### src/rtl/sram_pkg.sv
// sram_pkg: controller state encoding and MMIO register indices shared by the SRAM controller slice.
package sram_pkg;
    typedef logic [2:0] state_t;
    localparam state_t IDLE   = 3'd0;
    localparam state_t SETUP  = 3'd1;
    localparam state_t ACCESS = 3'd2;
    localparam state_t HOLD   = 3'd3;
    localparam state_t MMIO   = 3'd4;
    localparam int STATUS    = 0;
    localparam int ADDRSTACK = 1;
    localparam int USERSTACK = 2;
    localparam int UART      = 3;
    localparam int GPIO      = 4;
    localparam int GPIODIR   = 5;
endpackage

### src/rtl/sram_ctrl_if.sv
// sram_ctrl_if: CPU data-port request/ack bus between the CPU (master) and the SRAM controller (slave).
interface sram_ctrl_if #(
    parameter int ADDR_W = 16,
    parameter int DATA_W = 16
);
    logic                  req;
    logic                  write;
    logic [ADDR_W-1:0]     address;
    logic [DATA_W-1:0]     dataIn;
    logic [DATA_W/8-1:0]   byte_en;
    logic                  ready;
    logic                  ack;
    logic [DATA_W-1:0]     dataOut;
    modport master (output req, write, address, dataIn, byte_en, input ready, ack, dataOut);
    modport slave  (input req, write, address, dataIn, byte_en, output ready, ack, dataOut);
endinterface

### src/rtl/sram_mmio_decode.sv
// sram_mmio_decode: flags addresses inside the MMIO window and produces the one-hot register select.
module sram_mmio_decode #(
    parameter int ADDR_W     = 16,
    parameter int MMIO_BASE  = 0,
    parameter int MMIO_COUNT = 6
) (
    input  logic [ADDR_W-1:0]     address,
    output logic                  in_window,
    output logic [MMIO_COUNT-1:0] sel
);
    localparam logic [ADDR_W:0] BASE = (ADDR_W+1)'(MMIO_BASE);
    localparam logic [ADDR_W:0] CNT  = (ADDR_W+1)'(MMIO_COUNT);
    logic [ADDR_W:0] off;
    // one extra bit so addresses below the base come out huge instead of wrapping into the window
    assign off       = {1'b0, address} - BASE;
    assign in_window = off < CNT;
    assign sel       = in_window ? MMIO_COUNT'(1) << off : '0;
endmodule

### src/rtl/sram_ctrl.sv
// sram_ctrl: handshaked async-SRAM controller with wait states, byte lanes and an MMIO window.
// Define SRAM_POSTED_WRITE_EN to acknowledge SRAM writes at acceptance instead of in HOLD.
module sram_ctrl
    import sram_pkg::*;
#(
    parameter int ADDR_W      = 16,
    parameter int DATA_W      = 16,
    parameter int WAIT_STATES = 1,
    parameter int MMIO_BASE   = 0,
    parameter int MMIO_COUNT  = 6
) (
    input  logic                  CLK,
    input  logic                  RST_N,
    sram_ctrl_if.slave            bus,
    output logic [MMIO_COUNT-1:0] mmio_sel,
    output logic                  mmio_write,
    output logic [DATA_W-1:0]     mmio_wdata,
    input  logic [DATA_W-1:0]     mmio_rdata,
    output logic [ADDR_W-1:0]     sram_addr,
    output logic [DATA_W-1:0]     sram_dq_out,
    output logic                  sram_dq_oe,
    input  logic [DATA_W-1:0]     sram_dq_in,
    output logic                  sram_ce_n,
    output logic                  sram_oe_n,
    output logic                  sram_we_n,
    output logic [DATA_W/8-1:0]   sram_be_n
);
    localparam int NB = DATA_W / 8;
    localparam int CW = (WAIT_STATES > 0) ? $clog2(WAIT_STATES + 1) : 1;
`ifdef SRAM_POSTED_WRITE_EN
    localparam bit POSTED = 1'b1;
`else
    localparam bit POSTED = 1'b0;
`endif
    state_t              state_q, state_d;
    logic [CW-1:0]       cnt_q, cnt_d;
    logic                wr_q, wr_d;
    logic [NB-1:0]       be_q, be_d;
    logic [DATA_W-1:0]   wdata_q, wdata_d;
    logic [DATA_W-1:0]   dout_q, dout_d;
    logic [ADDR_W-1:0]   addr_q, addr_d;
    logic [MMIO_COUNT-1:0] sel_q, sel_d;
    logic                ack_q, ack_d;
    logic                hit, cyc_on;
    logic [MMIO_COUNT-1:0] hit_sel;
    sram_mmio_decode #(
        .ADDR_W(ADDR_W), .MMIO_BASE(MMIO_BASE), .MMIO_COUNT(MMIO_COUNT)
    ) u_decode (
        .address(bus.address), .in_window(hit), .sel(hit_sel)
    );
    always_comb begin
        state_d = state_q;
        cnt_d   = cnt_q;
        wr_d    = wr_q;
        be_d    = be_q;
        wdata_d = wdata_q;
        dout_d  = dout_q;
        addr_d  = addr_q;
        sel_d   = sel_q;
        ack_d   = 1'b0;
        case (state_q)
            // the ack cycle of an MMIO access is already IDLE; a still-held req must not re-accept it
            IDLE: if (bus.req && !ack_q) begin
                state_d = hit ? MMIO : SETUP;
                wr_d    = bus.write;
                be_d    = bus.byte_en;
                wdata_d = bus.dataIn;
                sel_d   = hit_sel;
                addr_d  = hit ? addr_q : bus.address;
                ack_d   = POSTED && bus.write && !hit;
            end
            SETUP: begin
                state_d = ACCESS;
                cnt_d   = CW'(WAIT_STATES);
            end
            ACCESS: begin
                state_d = (cnt_q == '0) ? HOLD : ACCESS;
                cnt_d   = (cnt_q == '0) ? cnt_q : cnt_q - 1'b1;
                dout_d  = (cnt_q == '0 && !wr_q) ? sram_dq_in : dout_q;
                ack_d   = (cnt_q == '0) && !(POSTED && wr_q);
            end
            HOLD: state_d = IDLE;
            MMIO: begin
                state_d = IDLE;
                ack_d   = 1'b1;
                dout_d  = wr_q ? dout_q : mmio_rdata;
            end
            default: state_d = IDLE;
        endcase
    end
    always_ff @(posedge CLK) begin
        if (!RST_N) begin
            state_q <= IDLE;
            cnt_q   <= '0;
            wr_q    <= 1'b0;
            be_q    <= '0;
            wdata_q <= '0;
            dout_q  <= '0;
            addr_q  <= '0;
            sel_q   <= '0;
            ack_q   <= 1'b0;
        end else begin
            state_q <= state_d;
            cnt_q   <= cnt_d;
            wr_q    <= wr_d;
            be_q    <= be_d;
            wdata_q <= wdata_d;
            dout_q  <= dout_d;
            addr_q  <= addr_d;
            sel_q   <= sel_d;
            ack_q   <= ack_d;
        end
    end
    assign cyc_on      = state_q inside {SETUP, ACCESS, HOLD};
    assign bus.ready   = (state_q == IDLE) && !ack_q;
    assign bus.ack     = ack_q;
    assign bus.dataOut = dout_q;
    assign mmio_sel    = (state_q == MMIO) ? sel_q : '0;
    assign mmio_write  = (state_q == MMIO) && wr_q;
    assign mmio_wdata  = wdata_q;
    assign sram_addr   = addr_q;
    assign sram_dq_out = wdata_q;
    assign sram_ce_n   = !cyc_on;
    assign sram_oe_n   = !(!wr_q && (state_q == SETUP || state_q == ACCESS));
    assign sram_we_n   = !(wr_q && state_q == ACCESS);
    // write data keeps driving through HOLD to cover the SRAM data hold time
    assign sram_dq_oe  = wr_q && cyc_on;
    assign sram_be_n   = cyc_on ? (wr_q ? ~be_q : '0) : '1;
endmodule

### src/flat_wrapper.sv
// flat-port wrapper written by rule: the top's interface ports become plain ports
module sram_ctrl_flat import sram_pkg::*;
#(
    parameter int ADDR_W      = 16,
    parameter int DATA_W      = 16,
    parameter int WAIT_STATES = 1,
    parameter int MMIO_BASE   = 0,
    parameter int MMIO_COUNT  = 6
)
  (CLK, RST_N, mmio_sel, mmio_write, mmio_wdata, mmio_rdata, sram_addr, sram_dq_out, sram_dq_oe, sram_dq_in, sram_ce_n, sram_oe_n, sram_we_n, sram_be_n, bus_req, bus_write, bus_address, bus_dataIn, bus_byte_en, bus_ready, bus_ack, bus_dataOut);
  sram_ctrl_if #(.ADDR_W(ADDR_W), .DATA_W(DATA_W)) bus_i ();
  input  logic CLK;
  input  logic RST_N;
  output logic [MMIO_COUNT-1:0] mmio_sel;
  output logic mmio_write;
  output logic [DATA_W-1:0] mmio_wdata;
  input  logic [DATA_W-1:0] mmio_rdata;
  output logic [ADDR_W-1:0] sram_addr;
  output logic [DATA_W-1:0] sram_dq_out;
  output logic sram_dq_oe;
  input  logic [DATA_W-1:0] sram_dq_in;
  output logic sram_ce_n;
  output logic sram_oe_n;
  output logic sram_we_n;
  output logic [DATA_W/8-1:0] sram_be_n;
  input wire logic [$bits(bus_i.req)-1:0] bus_req;
  input wire logic [$bits(bus_i.write)-1:0] bus_write;
  input wire logic [$bits(bus_i.address)-1:0] bus_address;
  input wire logic [$bits(bus_i.dataIn)-1:0] bus_dataIn;
  input wire logic [$bits(bus_i.byte_en)-1:0] bus_byte_en;
  output wire logic [$bits(bus_i.ready)-1:0] bus_ready;
  output wire logic [$bits(bus_i.ack)-1:0] bus_ack;
  output wire logic [$bits(bus_i.dataOut)-1:0] bus_dataOut;
  assign bus_i.req = bus_req;
  assign bus_i.write = bus_write;
  assign bus_i.address = bus_address;
  assign bus_i.dataIn = bus_dataIn;
  assign bus_i.byte_en = bus_byte_en;
  assign bus_ready = bus_i.ready;
  assign bus_ack = bus_i.ack;
  assign bus_dataOut = bus_i.dataOut;
  sram_ctrl #(.ADDR_W(ADDR_W), .DATA_W(DATA_W), .WAIT_STATES(WAIT_STATES), .MMIO_BASE(MMIO_BASE), .MMIO_COUNT(MMIO_COUNT)) u_core (.CLK(CLK), .RST_N(RST_N), .bus(bus_i), .mmio_sel(mmio_sel), .mmio_write(mmio_write), .mmio_wdata(mmio_wdata), .mmio_rdata(mmio_rdata), .sram_addr(sram_addr), .sram_dq_out(sram_dq_out), .sram_dq_oe(sram_dq_oe), .sram_dq_in(sram_dq_in), .sram_ce_n(sram_ce_n), .sram_oe_n(sram_oe_n), .sram_we_n(sram_we_n), .sram_be_n(sram_be_n));
endmodule
### config.mk
export PLATFORM = sky130hd
export DESIGN_NAME = sram_ctrl_flat
export DESIGN_NICKNAME = d
export VERILOG_FILES = /design/src/rtl/sram_pkg.sv /design/src/rtl/sram_ctrl_if.sv /design/src/rtl/sram_mmio_decode.sv /design/src/rtl/sram_ctrl.sv /design/src/flat_wrapper.sv
export SDC_FILE = /design/constraint.sdc
export NUM_CORES = 1
export LEC_CHECK = 0
export CAP_MARGIN = 40
export CORE_MARGIN = 5
export CORE_UTILIZATION = 43
export CTS_CLUSTER_SIZE = 14
export DETAILED_ROUTE_END_ITERATION = 10
export HOLD_SLACK_MARGIN = 0.06
export PLACE_DENSITY_LB_ADDON = 0.25
export SLEW_MARGIN = 20
export SYNTH_ARGS = -nofsm -noshare
export SYNTH_HDL_FRONTEND = slang
export SYNTH_SLANG_ARGS = --single-unit
### constraint.sdc
create_clock -name CLK -period 3.01 [get_ports CLK]
set_input_delay 0.301 -clock CLK [delete_from_list [all_inputs] [get_ports CLK]]
set_output_delay 0.301 -clock CLK [all_outputs]
set_load 0.01 [all_outputs]
==> results of run 1 <==
-- cell type report --
cell class | count | area share
inverter | 4 | 0.00339
clock buffer | 11 | 0.0341
multi-input combinational | 214 | 0.303
sequential | 62 | 0.280
clock inverter | 5 | 0.0183
tap | 77 | 0.0217
timing repair buffer | 152 | 0.340
-- through the flow --
stage	std cells	area [µm²]
after floorplan	318	2830
after global placement	509	4200
after detailed placement	509	4200
after CTS	525	4440
after global routing	525	4440
final	525	4440
-- cell families (layout without fill, tap and decap cells) --
group,after synthesis,after routing
compound gates,53,53
xor+xnor,1,1
buf+inv,42,172
flops,62,62
mux,29,29
simple gates,131,131
-- flip-flops by register name, summed over array words and instances, names as in the netlist --
register and flops:
u_core.bus.dataOut 16, u_core.mmio_wdata 16, u_core.sram_addr 16, u_core.sel_q 6, u_core.state_q 3, u_core.be_q 2
u_core.bus.ack 1, u_core.cnt_q 1, u_core.wr_q 1
-- report_power, final --
group	internal (µW)	switching [µW]	leakage (µW)
registers	944	90.7	0.000507
logic	497	388	0.00116
clock network	511	320	0.000116
total	1950	799	0.00178
-- layer usage --
| metal | vias to the layer above | GRT usage | part of all wire |
|---|---|---|---|
| met5 | - | 0 | 0 |
| met4 | 0 | 0.0623 | 0.013 |
| met3 | 9 | 0.0570 | 0.070 |
| met2 | 81 | 0.304 | 0.50 |
| met1 | 1183 | 0.209 | 0.42 |
| li1 | 1307 | - | - |
-- path summary, 6_finish.rpt --
| kind | to |
|---|---|
| worst min-delay path | u_core.sel_q[3] |
| worst max register to register | u_core.sram_addr[13] |
| worst max-delay path | sram_we_n |
| worst min register to register | u_core.sel_q[3] |
-- worst max-delay path: cells and delay by family, from the launching register on --
kind	cells	cell delay, ns
flops	1	0.55
simple gates	1	0.51
buf+inv	2	0.64
-- layout by cell type, fill, tap and decap left out, types with 2 or more instances in the layout --
cell             synthesis  routed
mux2i_1                 29      29
o211a_1                 16      16
nand4_1                  2       2
or4_1                    2       2
dfxtp_1                 62      62
o21ai_0                 10      10
a21boi_1                 3       3
nor2_1                   8       8
inv_1                    4       4
and2_1                   8       8
nand2_1                 87      87
bufinv_16                0       2
nor3b_1                  2       2
clkdlybuf4s50_1          0     147
nand3_1                  8       8
or3_1                    2       2
clkbuf_8                 0      11
nor4_1                   2       2
buf_4                   21       4
nand2b_1                 4       4
a21boi_0                19      19
==> results.sh, run 1 <==
export IMPL_cts_resized=0
export IMPL_cp_arrival_ns=2.02
export IMPL_ys_ff_latch=62
export IMPL_setup_ws_ns=0.685
export IMPL_syn_nets=388
export IMPL_grt_pass1_vias=2547
export IMPL_totalWireLength_um=7560
export IMPL_drv_slew=0
export IMPL_grt_first_pass_wirelength_um=12300
export IMPL_yosysSeqAreaShare=0.439
export IMPL_setup_viol=0
export IMPL_hold_class="flip-flop to flip-flop"
export IMPL_startpoint_type="flip-flop"
export IMPL_grt_max_degree=45
export IMPL_coreArea_um2=6390
export IMPL_seq_area_um2=1240
export IMPL_fin_tns_setup_ns=0
export IMPL_end_kind="output port"
export IMPL_insertion_delay_ns=0.33
export IMPL_synth_xor_area_frac=0.00310
export IMPL_max_stage_delay_ns=0.55
export IMPL_ctsHoldBuffers=0
export IMPL_num_io_pins=149
export IMPL_first_iter_violations=59
export IMPL_ys_flop_type="dfxtp_1"
export IMPL_die_x_um=91.1
export IMPL_hold_viol=0
export IMPL_finalCoreUtilization=0.695
export IMPL_crit_path_start="u_core.state_q[1]"
export IMPL_cts_buffers=9
export IMPL_yosysMostFrequentCell="nand2_1"
export IMPL_max_clock_freq_mhz=430
export IMPL_synth_simple_area_share=0.215
export IMPL_synth_top_area_share=0.439
export IMPL_drive_gt1_frac=0.0580
export IMPL_layout_nets=513
export IMPL_p_total_uw=2750
export IMPL_pre_cts_slack_ns=0.930
export IMPL_vias=2580
export IMPL_ir_worst_vdd_uv=338
export IMPL_worstPathMaxFanout=8
export IMPL_cts_tree="yes"
export IMPL_rsz0062_at_grt="no"
export IMPL_synth_fa_ha_area_frac=0
export IMPL_yosysTopAreaCell="dfxtp_1"
export IMPL_fillers=525
export IMPL_crit_chain="inv_1 > or4_1 > clkdlybuf4s50_1"
export IMPL_gp_congestion=0.771
export IMPL_wl_per_cell_um=14.4
export IMPL_clk_pin_slew_ns=0.07
export IMPL_ys_top_cells_by_count="87 x nand2_1, 62 x dfxtp_1, 29 x mux2i_1, 21 x buf_4, 19 x a21boi_0"
export IMPL_synth_compound_area_frac=0.150
export IMPL_crit_type="flip-flop to output port"
export IMPL_synth_edf_count=0
export IMPL_whs_ns=0.449
export IMPL_gr_total_overflow=0
export IMPL_synthMuxAreaShare=0.103
export IMPL_r2r_start="u_core.state_q[0]"
export IMPL_post_drt_via_cell_ratio=4.91
export IMPL_synth_cell_type_count=34
export IMPL_async_flop_share=0
export IMPL_multi_input_area_um2=1340
export IMPL_clockRootBuffer="clkbuf_8"
export IMPL_clock_skew_ns=0.00823
export IMPL_rr_worst_depth=4
export IMPL_syn_inst=318
export IMPL_required_ns=2.71
export IMPL_hpwlAfterDp_um=5770
export IMPL_cts_sinks=62
export IMPL_maxSlewHeadroom=0.547
export IMPL_drv_cap=0
export IMPL_port_buffers=148
export IMPL_synth_warnings=0
export IMPL_slowest_stage="dfxtp_1"
export IMPL_start_util=0.443
export IMPL_status="finished clean"
export IMPL_rrSetupSlack_ns=0.93
export IMPL_grt_antenna_before_repair=0
export IMPL_fin_crit_sh=0.772
export IMPL_holdPathStages=2
export IMPL_powerDensity_nw_per_um2=620
export IMPL_cts_buffer_depth=2
export IMPL_min_from="u_core.sel_q[3]"
export IMPL_dr_pass1_iters=4
export IMPL_die_y_um=91.1
export IMPL_fin_crit_ns=2.33
export IMPL_rows=29
export IMPL_post_cts_buffers=0
export IMPL_synth_top_family_by_area="simple AND/OR/NAND/NOR gates"
export IMPL_leakage_uw=0.00178
export IMPL_areaGrowthSynthToFinish_pct=56.8
export IMPL_postRouteAntennaNets=0
export IMPL_antenna_cells=0
export IMPL_netlist_area_um2=2830
export IMPL_postSynthAreaPerCell_um2=8.90
export IMPL_track_usage=0.178
export IMPL_htreeDepth=3
export IMPL_drc=0
export IMPL_synthTopCellsByArea="dfxtp_1 44%, nand2_1 12%, mux2i_1 10%"
export IMPL_worst_pin_slew_ns=0.678
export IMPL_die_area_um2=8300
Note: power is estimated with default switching activity, not from simulation.
==> run 2: changes to the inputs <==
--- a/config.mk
+++ b/config.mk
@@ -7,7 +7,7 @@
 export LEC_CHECK = 0
 export CAP_MARGIN = 40
 export CORE_MARGIN = 5
-export CORE_UTILIZATION = 43
+export CORE_UTILIZATION = 39
 export CTS_CLUSTER_SIZE = 14
 export DETAILED_ROUTE_END_ITERATION = 10
 export HOLD_SLACK_MARGIN = 0.06
==> constraint.sdc (replaced) <==
create_clock -name CLK -period 2.3 [get_ports CLK]
set_input_delay 0.23 -clock CLK [delete_from_list [all_inputs] [get_ports CLK]]
set_output_delay 0.23 -clock CLK [all_outputs]
set_load 0.01 [all_outputs]
==> run 2 against run 1 <==
- count of clock-buffer cells in the layout grew 1
- global-route usage is 1.3 points lower
- critical endpoint unchanged
- die area is 9.1% higher
==> results.sh, run 2 (same netlist as run 1, synthesis figures left out) <==
export IMPL_setup_viol=0
export IMPL_required_ns=2.07
export IMPL_totalWireLength_um=7490
export IMPL_wl_per_cell_um=13.6
export IMPL_ctsHoldBuffers=0
export IMPL_maxSlewHeadroom=0.591
export IMPL_insertion_delay_ns=0.33
export IMPL_crit_path_start="u_core.state_q[1]"
export IMPL_track_usage=0.165
export IMPL_ir_worst_vdd_uv=418
export IMPL_clk_pin_slew_ns=0.07
export IMPL_max_stage_delay_ns=0.52
export IMPL_max_clock_freq_mhz=472
export IMPL_grt_max_degree=41
export IMPL_start_util=0.394
export IMPL_cts_buffer_depth=2
export IMPL_min_from="RST_N"
export IMPL_worst_pin_slew_ns=0.612
export IMPL_antenna_cells=0
export IMPL_fin_tns_setup_ns=0
export IMPL_fin_crit_sh=0.922
export IMPL_port_buffers=148
export IMPL_final_cell_mix="147 x clkdlybuf4s50_1, 87 x nand2_1, 59 x dfxtp_1, 29 x mux2i_1, 19 x a21boi_0"
export IMPL_drv_slew=0
export IMPL_areaGrowthSynthToFinish_pct=56.4
export IMPL_powerDensity_nw_per_um2=757
export IMPL_cts_sinks=62
export IMPL_end_kind="output port"
export IMPL_cts_buffers=9
export IMPL_rsz0062_at_grt="no"
export IMPL_gp_congestion=0.800
export IMPL_coreArea_um2=7180
export IMPL_power_frac_seq=0.405
export IMPL_leakage_uw=0.00177
export IMPL_drv_cap=0
export IMPL_setup_ws_ns=0.180
export IMPL_clockRootBuffer="clkbuf_8"
export IMPL_num_io_pins=149
export IMPL_drc=0
export IMPL_cp_top_family="buffers and inverters"
export IMPL_hpwlAfterDp_um=5790
export IMPL_die_x_um=95.2
export IMPL_final_common_cell="clkdlybuf4s50_1"
export IMPL_pre_cts_slack_ns=0.329
export IMPL_gr_total_overflow=0
export IMPL_cts_tree="yes"
export IMPL_hold_class="input port to flip-flop"
export IMPL_vias=2546
export IMPL_worstPathMaxFanout=8
export IMPL_crit_chain="inv_1 > or4_1 > clkdlybuf4s50_1"
export IMPL_drive_gt1_frac=0.0665
export IMPL_startpoint_type="flip-flop"
export IMPL_die_area_um2=9060
export IMPL_htreeDepth=3
export IMPL_combPwrFrac=0.352
export IMPL_rows=31
export IMPL_switching_power_uw=1030
export IMPL_crit_type="flip-flop to output port"
export IMPL_clock_skew_ns=0.0132
export IMPL_hold_viol=0
export IMPL_clockPowerShare=0.244
export IMPL_dr_pass1_iters=4
export IMPL_netSwitchingFraction=0.308
export IMPL_die_y_um=95.2
export IMPL_layout_nets=516
export IMPL_grt_antenna_before_repair=0
export IMPL_grt_first_pass_wirelength_um=11600
export IMPL_power_internal_uw=2320
export IMPL_slowest_stage="clkdlybuf4s50_1"
export IMPL_grt_pass1_vias=2470
export IMPL_r2r_start="u_core.state_q[1]"
export IMPL_cp_arrival_ns=1.89
export IMPL_status="finished clean"
export IMPL_postRouteAntennaNets=0
export IMPL_post_drt_via_cell_ratio=4.63
export IMPL_path_buf_inv=2
export IMPL_fin_crit_ns=2.12
export IMPL_first_iter_violations=83
export IMPL_fillers=653
## run 2: cell types whose count changed in the layout (fill, tap and decap cells not counted), moves of 2 or more
| cell | before | now |
|---|---|---|
| dfxtp_2 | 0 | 3 |
| bufinv_16 | 2 | 0 |
| dfxtp_1 | 62 | 59 |
| buf_4 | 4 | 7 |
| clkinv_2 | 1 | 3 |
| clkbuf_1 | 0 | 2 |
## run 2: cell type report
| cell class | instances | area [µm²] | share of cell area |
|---|---|---|---|
| timing repair buffer | 155 | 1530 | 0.346 |
| multi-input combinational | 214 | 1340 | 0.304 |
| sequential | 62 | 1240 | 0.281 |
| clock buffer | 12 | 145 | 0.0328 |
| tap | 99 | 124 | 0.0280 |
| clock inverter | 4 | 22.5 | 0.00509 |
| inverter | 4 | 15.0 | 0.00339 |
## run 2: power groups by stage
stage                     Clock [µW]  Combinational (µW)  Sequential, µW
after floorplan                    0                 559            1410
after global placement             0                1180            1370
after detailed placement           0                1190            1380
after CTS                        843                1190            1360
after global routing             888                1280            1380
final                            816                1180            1360
## run 2: through the flow
stage | area, µm² | hold slack (ns) | instances | util | total power, µW
detailed placement | 4250 | 0.443 | 534 | 0.593 | 2570
floorplan | 2830 | 0.332 | 318 | - | 1970
finish | 4420 | 0.287 | 550 | 0.617 | 3350
global route | 4420 | 0.290 | 550 | 0.617 | 3550
global placement | 4250 | 0.442 | 534 | 0.593 | 2550
CTS | 4420 | 0.283 | 550 | 0.616 | 3390
## run 2: worst paths after layout
kind                                          endpoint  depth (start not counted)  slack [ns]
worst max-delay path                         sram_we_n                          3        0.18
worst min-delay path             u_core.bus.dataOut[8]                          2        0.29
worst max register to register  u_core.bus.dataOut[10]                          5        0.53
worst min register to register         u_core.sel_q[3]                          2        0.45
## run 2: worst register-to-register path: stages, from the launching register on
cell and delay, ns:
dfxtp_2 0.44, or3b_1 0.43, a211oi_4 0.24, buf_4 0.32
nand2_1 0.10, o211a_1 0.14
## run 2: routing by layer
metal	GRT usage	vias to the layer above	part of all wire
met5	0	-	0
met4	0.0685	0	0.0099
met2	0.282	77	0.50
met1	0.185	1152	0.40
met3	0.0576	6	0.090
li1	-	1311	-
## run 2: what timing repair did
item                                    in CTS  in global routing
resized for setup                            0                  3
setup buffers                                0                  0
endpoints found under the setup margin       0                  9
